===== src/rtl/text_render.sv =====
// PC-8001 80x25 text renderer: VRAM/CG fetch, 8-pixel serialiser,
// blinking block cursor, and sync delay matched to the pixel path.
module text_render #(
  parameter int ROW_BYTES = 120,
  parameter int V_TOP     = 40,
  parameter int BLINK_BIT = 4
) (
  input  logic        I_CLK,
  input  logic        I_RST_N,
  input  logic [9:0]  I_H_CNT,
  input  logic [9:0]  I_V_CNT,
  input  logic        I_HS,
  input  logic        I_VS,
  output logic [11:0] O_VRAM_ADDR,
  input  logic [7:0]  I_VRAM_DATA,
  output logic [10:0] O_CG_ADDR,
  input  logic [7:0]  I_CG_DATA,
  input  logic [2:0]  I_COLOR,
  input  logic        I_CSR_EN,
  input  logic [6:0]  I_CSR_X,
  input  logic [4:0]  I_CSR_Y,
  output logic [3:0]  O_R,
  output logic [3:0]  O_G,
  output logic [3:0]  O_B,
  output logic        O_HS,
  output logic        O_VS
);

  localparam logic [9:0]  LP_VTOP = 10'(V_TOP);
  localparam logic [9:0]  LP_VEND = 10'(V_TOP + 400);
  localparam logic [11:0] LP_RB   = 12'(ROW_BYTES);

  logic        w_hact;
  logic        w_vact;
  logic        w_act;
  logic        w_fetch;
  logic [7:0]  w_yh;
  logic [4:0]  w_row;
  logic [2:0]  w_line;
  logic [6:0]  w_col;
  logic [11:0] w_addr;
  logic        w_cur;
  logic        w_on;

  logic [3:0]  r_vld;
  logic [2:0]  r_line;
  logic        r_cur;
  logic [2:0]  r_col;
  logic [7:0]  r_hold;
  logic [2:0]  r_hcol;
  logic [7:0]  r_sh;
  logic [2:0]  r_scol;
  logic [7:0]  r_act;
  logic [8:0]  r_hs;
  logic [8:0]  r_vs;
  logic [7:0]  r_frm;

  assign w_hact  = I_H_CNT < 10'd640;
  assign w_vact  = (I_V_CNT >= LP_VTOP)
                && (I_V_CNT < LP_VEND);
  assign w_act   = w_hact & w_vact;
  assign w_fetch = w_act & (I_H_CNT[2:0] == 3'd0);

  // Halved y: each font line is shown on two scanlines.
  assign w_yh   = 8'((I_V_CNT - LP_VTOP) >> 1);
  assign w_row  = w_yh[7:3];
  assign w_line = w_yh[2:0];
  assign w_col  = I_H_CNT[9:3];
  assign w_addr = {7'd0, w_row} * LP_RB
                + {5'd0, w_col};

  assign w_cur = I_CSR_EN
               & r_frm[BLINK_BIT]
               & (w_row == I_CSR_Y)
               & (w_col == I_CSR_X);

  assign w_on = r_act[7] & r_sh[7];

  always_ff @(posedge I_CLK or negedge I_RST_N) begin
    if (!I_RST_N) begin
      r_vld       <= '0;
      r_line      <= '0;
      r_cur       <= 1'b0;
      r_col       <= '0;
      O_VRAM_ADDR <= '0;
      O_CG_ADDR   <= '0;
      r_hold      <= '0;
      r_hcol      <= '0;
    end else begin
      r_vld <= {r_vld[2:0], w_fetch};
      if (w_fetch) begin
        O_VRAM_ADDR <= w_addr;
        r_line      <= w_line;
        r_cur       <= w_cur;
        r_col       <= I_COLOR;
      end
      if (r_vld[1]) begin
        O_CG_ADDR <= {I_VRAM_DATA, r_line};
      end
      if (r_vld[3]) begin
        r_hold <= I_CG_DATA ^ {8{r_cur}};
        r_hcol <= r_col;
      end
    end
  end

  // Load on phase 7 so the MSB is shown at H = 8c+9.
  always_ff @(posedge I_CLK or negedge I_RST_N) begin
    if (!I_RST_N) begin
      r_sh   <= '0;
      r_scol <= '0;
      r_act  <= '0;
      O_R    <= '0;
      O_G    <= '0;
      O_B    <= '0;
    end else begin
      if (I_H_CNT[2:0] == 3'd7) begin
        r_sh   <= r_hold;
        r_scol <= r_hcol;
      end else begin
        r_sh <= {r_sh[6:0], 1'b0};
      end
      r_act <= {r_act[6:0], w_act};
      O_G   <= {4{w_on & r_scol[2]}};
      O_R   <= {4{w_on & r_scol[1]}};
      O_B   <= {4{w_on & r_scol[0]}};
    end
  end

  always_ff @(posedge I_CLK or negedge I_RST_N) begin
    if (!I_RST_N) begin
      r_hs  <= '1;
      r_vs  <= '1;
      r_frm <= '0;
    end else begin
      r_hs <= {r_hs[7:0], I_HS};
      r_vs <= {r_vs[7:0], I_VS};
      if (I_H_CNT == 10'd0 && I_V_CNT == 10'd0) begin
        r_frm <= r_frm + 8'd1;
      end
    end
  end

  assign O_HS = r_hs[8];
  assign O_VS = r_vs[8];

endmodule


===== config.mk =====
export PLATFORM = sky130hd
export DESIGN_NAME = text_render
export DESIGN_NICKNAME = d
export VERILOG_FILES = /design/src/rtl/text_render.sv
export SDC_FILE = /design/constraint.sdc
export NUM_CORES = 1
export LEC_CHECK = 0
export CORE_MARGIN = 5
export CORE_UTILIZATION = 37
export DETAILED_ROUTE_END_ITERATION = 8
export HOLD_SLACK_MARGIN = 0.1
export PLACE_DENSITY_LB_ADDON = 0.15
export SYNTH_ARGS = -nofsm -noshare
export SYNTH_HDL_FRONTEND = slang
export SYNTH_SLANG_ARGS = --single-unit

===== constraint.sdc =====
create_clock -name I_CLK -period 2.18 [get_ports I_CLK]
set_clock_uncertainty 0.1 [all_clocks]
set_input_delay 0.436 -clock I_CLK [delete_from_list [all_inputs] [get_ports I_CLK]]
set_output_delay 0.436 -clock I_CLK [all_outputs]
set_load 0.01 [all_outputs]

==> metrics.csv <==
metric,value,unit
clk slew on worst S/H paths,0.07,ns
most frequent cell after synthesis,dfrtp_1,
CP startpoint kind,input port,
"IR drop worst, VDD",0.0009711,V
first-pass GRT wire length,16000,um
Congestion Overflow GR,0,
syn avg cell area,12.66,um2
CTS tree,yes,
DRT antenna net count,0,
Post-DP HPWL,7374,um
Comb pwr share,46.0,%
drt first-iter violations,102,
total track usage,15.52,%
HP Start,r_act[5]$_DFF_PN0_,
PwrDens,1056,mW/mm2
layout-stage area growth over the synthesis result,51.58,%
Inst Count DP,613,
post-layout min period,3.678,ns
switching power,2.149,mW
Port Buffers,92,
GPL Wtd Cong,0.8003,
fraction of layout cells with a size suffix above 1,38.83,%
crit path cell chain,buf_6 > buf_6 > o21ai_4 > xor2_2 > inv_2 > fa_1 > inv_2 > ha_4 > xor2_2 > buf_4 > ha_4 > a211oi_4 > buf_4 > nor2_1 > or2_4 > or4_4 > a31oi_4,
Tightest Pin Transition,0.5289,ns
GRT met1 Usage,18.67,%
Tot Pwr,6.729,mW
Max-Cap Viols,0,
Synth top area share,42.86,%
WHS,0.2502,ns
cts bufs inserted,9,
met2 usage,25.71,%
dominant cells by area after synthesis,"dfrtp_1, dfstp_2, mux2_2",
WL final,9863,um
GR peak layer,met2,
wire per inst,15.41,um
Tcrit/Tclk final,168.7,%
initial antenna violation count,0,
Ant. Diodes,0,
Crit. Startpoint,I_V_CNT[3],
Std-Cell Rows,39,
Yosys warning total,0,
critical path's slowest cell,or4_4,
FF+latch area,0.002275,mm2
"Seq/Total Area, Yosys",54.11,%
mapped cell area,0.004204,mm2
Yosys reg bits,90,
switching share of power,31.93,%
sequential power share,31.7,%
clock net sink count,90,
LEAKAGE,2.801,nW
ys async rst share,100.0,%
CTS max path bufs,2,
Final #Nets,570,
Starting Density,37.30,%
synth cell count leaders,"dfrtp_1, mux2_2, xnor2_1",
worst path arrival time,3.84,ns
Mapped Cells,332,
Layout Cells excl Fill,640,
# setup viols final,7,
routing usage on met3,5.233,%
Core Area,0.01127,mm2
"Worst Path Class, Setup",in -> reg,
CP max FO,4,
Worst setup EP type,flop,
Worst-Skew Late Latency,0.34,ns
IO Pins,93,
Worst slew margin,64.74,%
FF-to-FF Start,r_vld[1]$_DFF_PN0_,
most common flop cell mapped by yosys,dfrtp_1,
maximum clock frequency,271.9,MHz
vias in the first global route,3232,
First-pass DRT Iterations,4,
RSZ-0062 raised after global routing,true,
DRC violations left,0,
pin count of the biggest net entering global routing,41,
CP peak stage delay,0.55,ns
final number of max-transition violations,0,
H-tree lvl count,3,
Unique masters post-synth,54,
Post-synth EDFFs,0,
min-delay worst type,reg -> reg,
Die Y,116.6,um
area taken by multi-input logic gates,0.002009,mm2
outcome,"complete, but fails checks",
setup slack at placement,-2.274,ns
Root Driver,clkbuf_16,
failing checks,negative setup slack,
Final WS setup,-1.498,ns
critical path's top delay family,adder cells,
Vias,3027,
full die area,0.01359,mm2
Synth area leader,dfrtp_1,
Final Hold Vio Count,0,
"Buf+Inv Stages, Crit Path",6,
post-synth net total,410,
Pint,4.581,mW
vias per cell,4.730,
width of the die,116.6,um
worst path required time,2.35,ns
Clk network pwr share,22.3,%
Fill cells,954,
==> layer usage <==
layer  part of all wire, %  vias up
met5                     0        -
met4                   3.0        0
met3                   7.1       20
met2                    48       82
met1                    42     1463
li1                      -     1462
==> final cells by class <==
cell class / count / area share, %
Clock buffer: 9 / 3.534
Timing Repair Buffer: 165 / 24.05
Multi-Input combinational cell: 205 / 31.53
Inverter: 21 / 1.276
Sequential cell: 90 / 35.70
Tap cell: 143 / 2.808
Clock inverter: 7 / 1.100
==> metrics by stage <==
step	TNS (ns)	util [%]	cell area, um2
after floorplan	-8.837	-	4303
after global placement	-21.65	51.38	5792
after detailed placement	-22.22	51.38	5792
after CTS	-8.703	55.64	6272
after global routing	-9.444	56.53	6372
final	-8.374	56.53	6372
==> cells in the final DEF (no fill, tap or decap), types with 4 or more instances in the layout <==
cell type,instances
clkdlybuf4s50_1,81
fa_1,4
ha_1,11
xor2_1,6
xor2_2,4
inv_1,16
clkbuf_16,9
ha_4,7
xnor2_1,21
nor2_1,22
mux2_2,35
inv_2,4
nand4_1,4
dlygate4sd2_1,5
xnor2_2,5
a21oi_1,13
dfrtp_1,72
dfstp_2,18
nand2_1,6
nand2b_1,4
buf_4,63
buf_6,9
==> state kept, by name, summed over array words and instances, names as in the netlist <==
register / flops
r_act: 8
r_line: 3
r_vld: 4
r_hcol: 3
O_VRAM_ADDR: 12
r_frm: 5
r_cur: 1
r_hs: 9
r_sh: 8
r_scol: 3
r_vs: 9
r_col: 3
O_CG_ADDR: 11
r_hold: 8
O_B: 1
O_R: 1
O_G: 1
==> logic make-up after synthesis <==
kind of cell               count (synthesis)  share of synthesized area (%)
adders and majority gates                 22                          7.262
DFF                                       90                          54.11
buffers and inverters                     37                          4.226
muxes                                     38                          10.18
and+or+nand+nor                           65                          8.304
xor gates and xnor gates                  38                          8.244
AOI/OAI and AO/OA                         42                          7.679
==> repair_timing <==
action / in CTS / in global routing
hold endpoints to repair: 29 / 0
gates cloned: 1 / 0
pin swaps: 22 / 15
hold buffers: 1 / 0
setup buffers: 6 / 3
endpoints found under the setup margin: 20 / 12
resized for setup: 46 / 15
==> path summary, 6_finish.rpt <==
path,to,slack [ns],depth (start not counted)
min in group asynchronous,r_hold[2]$_DFFE_PN0P_,0.48,2
min,r_act[6]$_DFF_PN0_,0.25,0
max,O_VRAM_ADDR[10]$_DFFE_PN0P_,-1.50,17
min reg2reg,r_act[6]$_DFF_PN0_,0.25,0
max in group asynchronous,r_vs[0]$_DFF_PN1_,0.85,3
max reg2reg,O_CG_ADDR[3]$_DFFE_PN0P_,0.89,1
==> power groups by stage <==
stage	registers [mW]	logic, mW	clock network, mW
3_3_place_gp	2.15	2.65	0
2_1_floorplan	2.21	1.39	0
4_1_cts	2.14	2.91	1.55
3_5_place_dp	2.16	2.69	0
5_1_grt	2.18	3.39	1.62
6_report	2.13	3.10	1.50
Note: power is estimated with default switching activity, not from simulation.
==> RTL edit: new RTL, same flow settings <==
Set the parameter `V_TOP` to 20 (it was 40).
--- a/src/rtl/text_render.sv
+++ b/src/rtl/text_render.sv
@@ -2,7 +2,7 @@
 // blinking block cursor, and sync delay matched to the pixel path.
 module text_render #(
   parameter int ROW_BYTES = 120,
-  parameter int V_TOP     = 40,
+  parameter int V_TOP     = 20,
   parameter int BLINK_BIT = 4
 ) (
   input  logic        I_CLK,
Check against the original RTL: not equivalent (a bounded check fails within 4 cycles, from zero or initial values and one cycle with I_RST_N low).
==> RTL edit against the original RTL <==
  * The run still ends with setup timing left
  * First-iteration DRC count grew 46%
  * Synthesized area increased by 2.9%
  * Global-route usage shrank 0.44 points
  * Power shrank 1.6%
  * Sequential cell count unchanged
  * Setup slack worse by 0.093 ns
  * Wire length grew 4.6%
  * Cell area is 4.1% higher
  * Critical path type unchanged
  * Largest cell class unchanged
==> RTL edit: results <==
export IMPL_yosysWarnings=0
export IMPL_maxSlewHeadroom_pct=66.25
export IMPL_slowest_stage="fa_1"
export IMPL_status="complete, but fails checks"
export IMPL_io_buffers=92
export IMPL_placed_area_sq_mm=0.005963
export IMPL_min_to="r_act[2]"
export IMPL_firstDrtPassIters=4
export IMPL_antenna_found_initial=0
export IMPL_num_antenna_cells=0
export IMPL_setup_ws_ns=-1.591
export IMPL_yosysSeqAreaShare_pct=52.56
export IMPL_synth_area_mux_share_pct=11.94
export IMPL_wl_per_cell_um=15.90
export IMPL_critPathCapture="O_VRAM_ADDR[9]"
export IMPL_dr_first_iter_drc_count=149
export IMPL_viasPerCell=4.737
export IMPL_p_leak_nw=2.900
export IMPL_yosys_area_share_adder_pct=7.864
export IMPL_setup_viol=7
export IMPL_hpwl_um=7790
export IMPL_multi_input_area_sq_mm=0.002233
export IMPL_grt_pass1_vias=3393
export IMPL_clockBufferDepth=2
export IMPL_ir_worst_vdd_uv=810.9
export IMPL_synth_compound_area_share_pct=7.285
export IMPL_synth_xor_area_share_pct=8.008
export IMPL_min_from="r_act[1]"
export IMPL_crit_arrival_ns=3.89
export IMPL_violations="setup timing"
export IMPL_cp_max_fo=4
export IMPL_nFillCells=960
export IMPL_gr_usage_met3_pct=4.537
export IMPL_routed_wl_met3_um=496
export IMPL_crit_family="adder cells"
export IMPL_hold_class="reg2reg"
export IMPL_use_met2_pct=25.91
export IMPL_regToRegEndpoint="O_CG_ADDR[2]"
export IMPL_wl_met2_um=5236
export IMPL_grt_use_total_pct=15.08
export IMPL_drt_met1_wl_um=4505
export IMPL_grt_max_degree=48
export IMPL_synth_nets=418
export IMPL_r2r_slack_ns=0.92
export IMPL_timing_hold_ws_ns=0.2482
export IMPL_grt_use_met1_pct=18.84
export IMPL_synth_cell_type_count=56
export IMPL_nNetsFinal=581
export IMPL_synth_common_cells="72 x dfrtp_1, 30 x xnor2_1, 25 x mux2_2"
export IMPL_holdPathStages=0
export IMPL_htreeDepth=3
export IMPL_final_layout_size_suffix_gt1_share_pct=41.11
export IMPL_place_congestion=0.7767
export IMPL_synth_area_top_cells="dfrtp_1 42%, dfstp_2 11%, mux2_2 6.5%"
export IMPL_grt_pass1_wl_um=17030
[RTL edit: cell count changes after synthesis, sizes merged, moves of 2 or more]
cell / change
o211ai: +2
mux2: +2
nor2b: +2
xnor2: +3
xor2: -3
a21boi: +3
nor2: -3
ha: +2
inv: -2
[RTL edit: cell type report]
class / instances / area share, %
clock inverter: 6 / 0.6224
sequential: 90 / 34.29
clock buffer: 10 / 3.452
inverter: 19 / 1.415
tap: 143 / 2.697
timing repair buffer: 168 / 23.86
multi-input combinational: 213 / 33.67
[RTL edit: stage by stage]
| step | setup WS (ns) | TNS (ns) | std cells |
|---|---|---|---|
| final | -1.591 | -9.023 | 649 |
| after global routing | -1.680 | -9.664 | 649 |
| after CTS | -1.635 | -9.478 | 648 |
| after detailed placement | -2.490 | -27.74 | 626 |
| after global placement | -2.400 | -27.17 | 626 |
| after floorplan | -1.698 | -10.21 | 338 |
[RTL edit: report_power, final]
| group | switching, mW | total [mW] | leakage [nW] | internal (mW) |
|---|---|---|---|---|
| clock network | 0.633 | 1.41 | 0.134 | 0.777 |
| registers | 0.156 | 2.15 | 1.09 | 1.99 |
| logic | 1.28 | 3.06 | 1.68 | 1.78 |
| total | 2.07 | 6.62 | 2.90 | 4.55 |
[RTL edit: cells by family after synthesis]
logic type / count (synthesis)
multiplexers: 41
flip-flops: 90
AND/OR/NAND/NOR: 64
XOR/XNOR: 38
AO/OA/AOI/OAI: 45
buffers and inverters: 35
adder cells (fa/ha/maj): 25
[RTL edit: repair_timing]
item                                   CTS  global route
pin swaps                               23            13
endpoints found under the hold margin   26             0
resized for setup                       56            33
setup buffers                            5             2
hold buffers                             1             0
gates cloned                             1             0
setup endpoints to repair               23            18
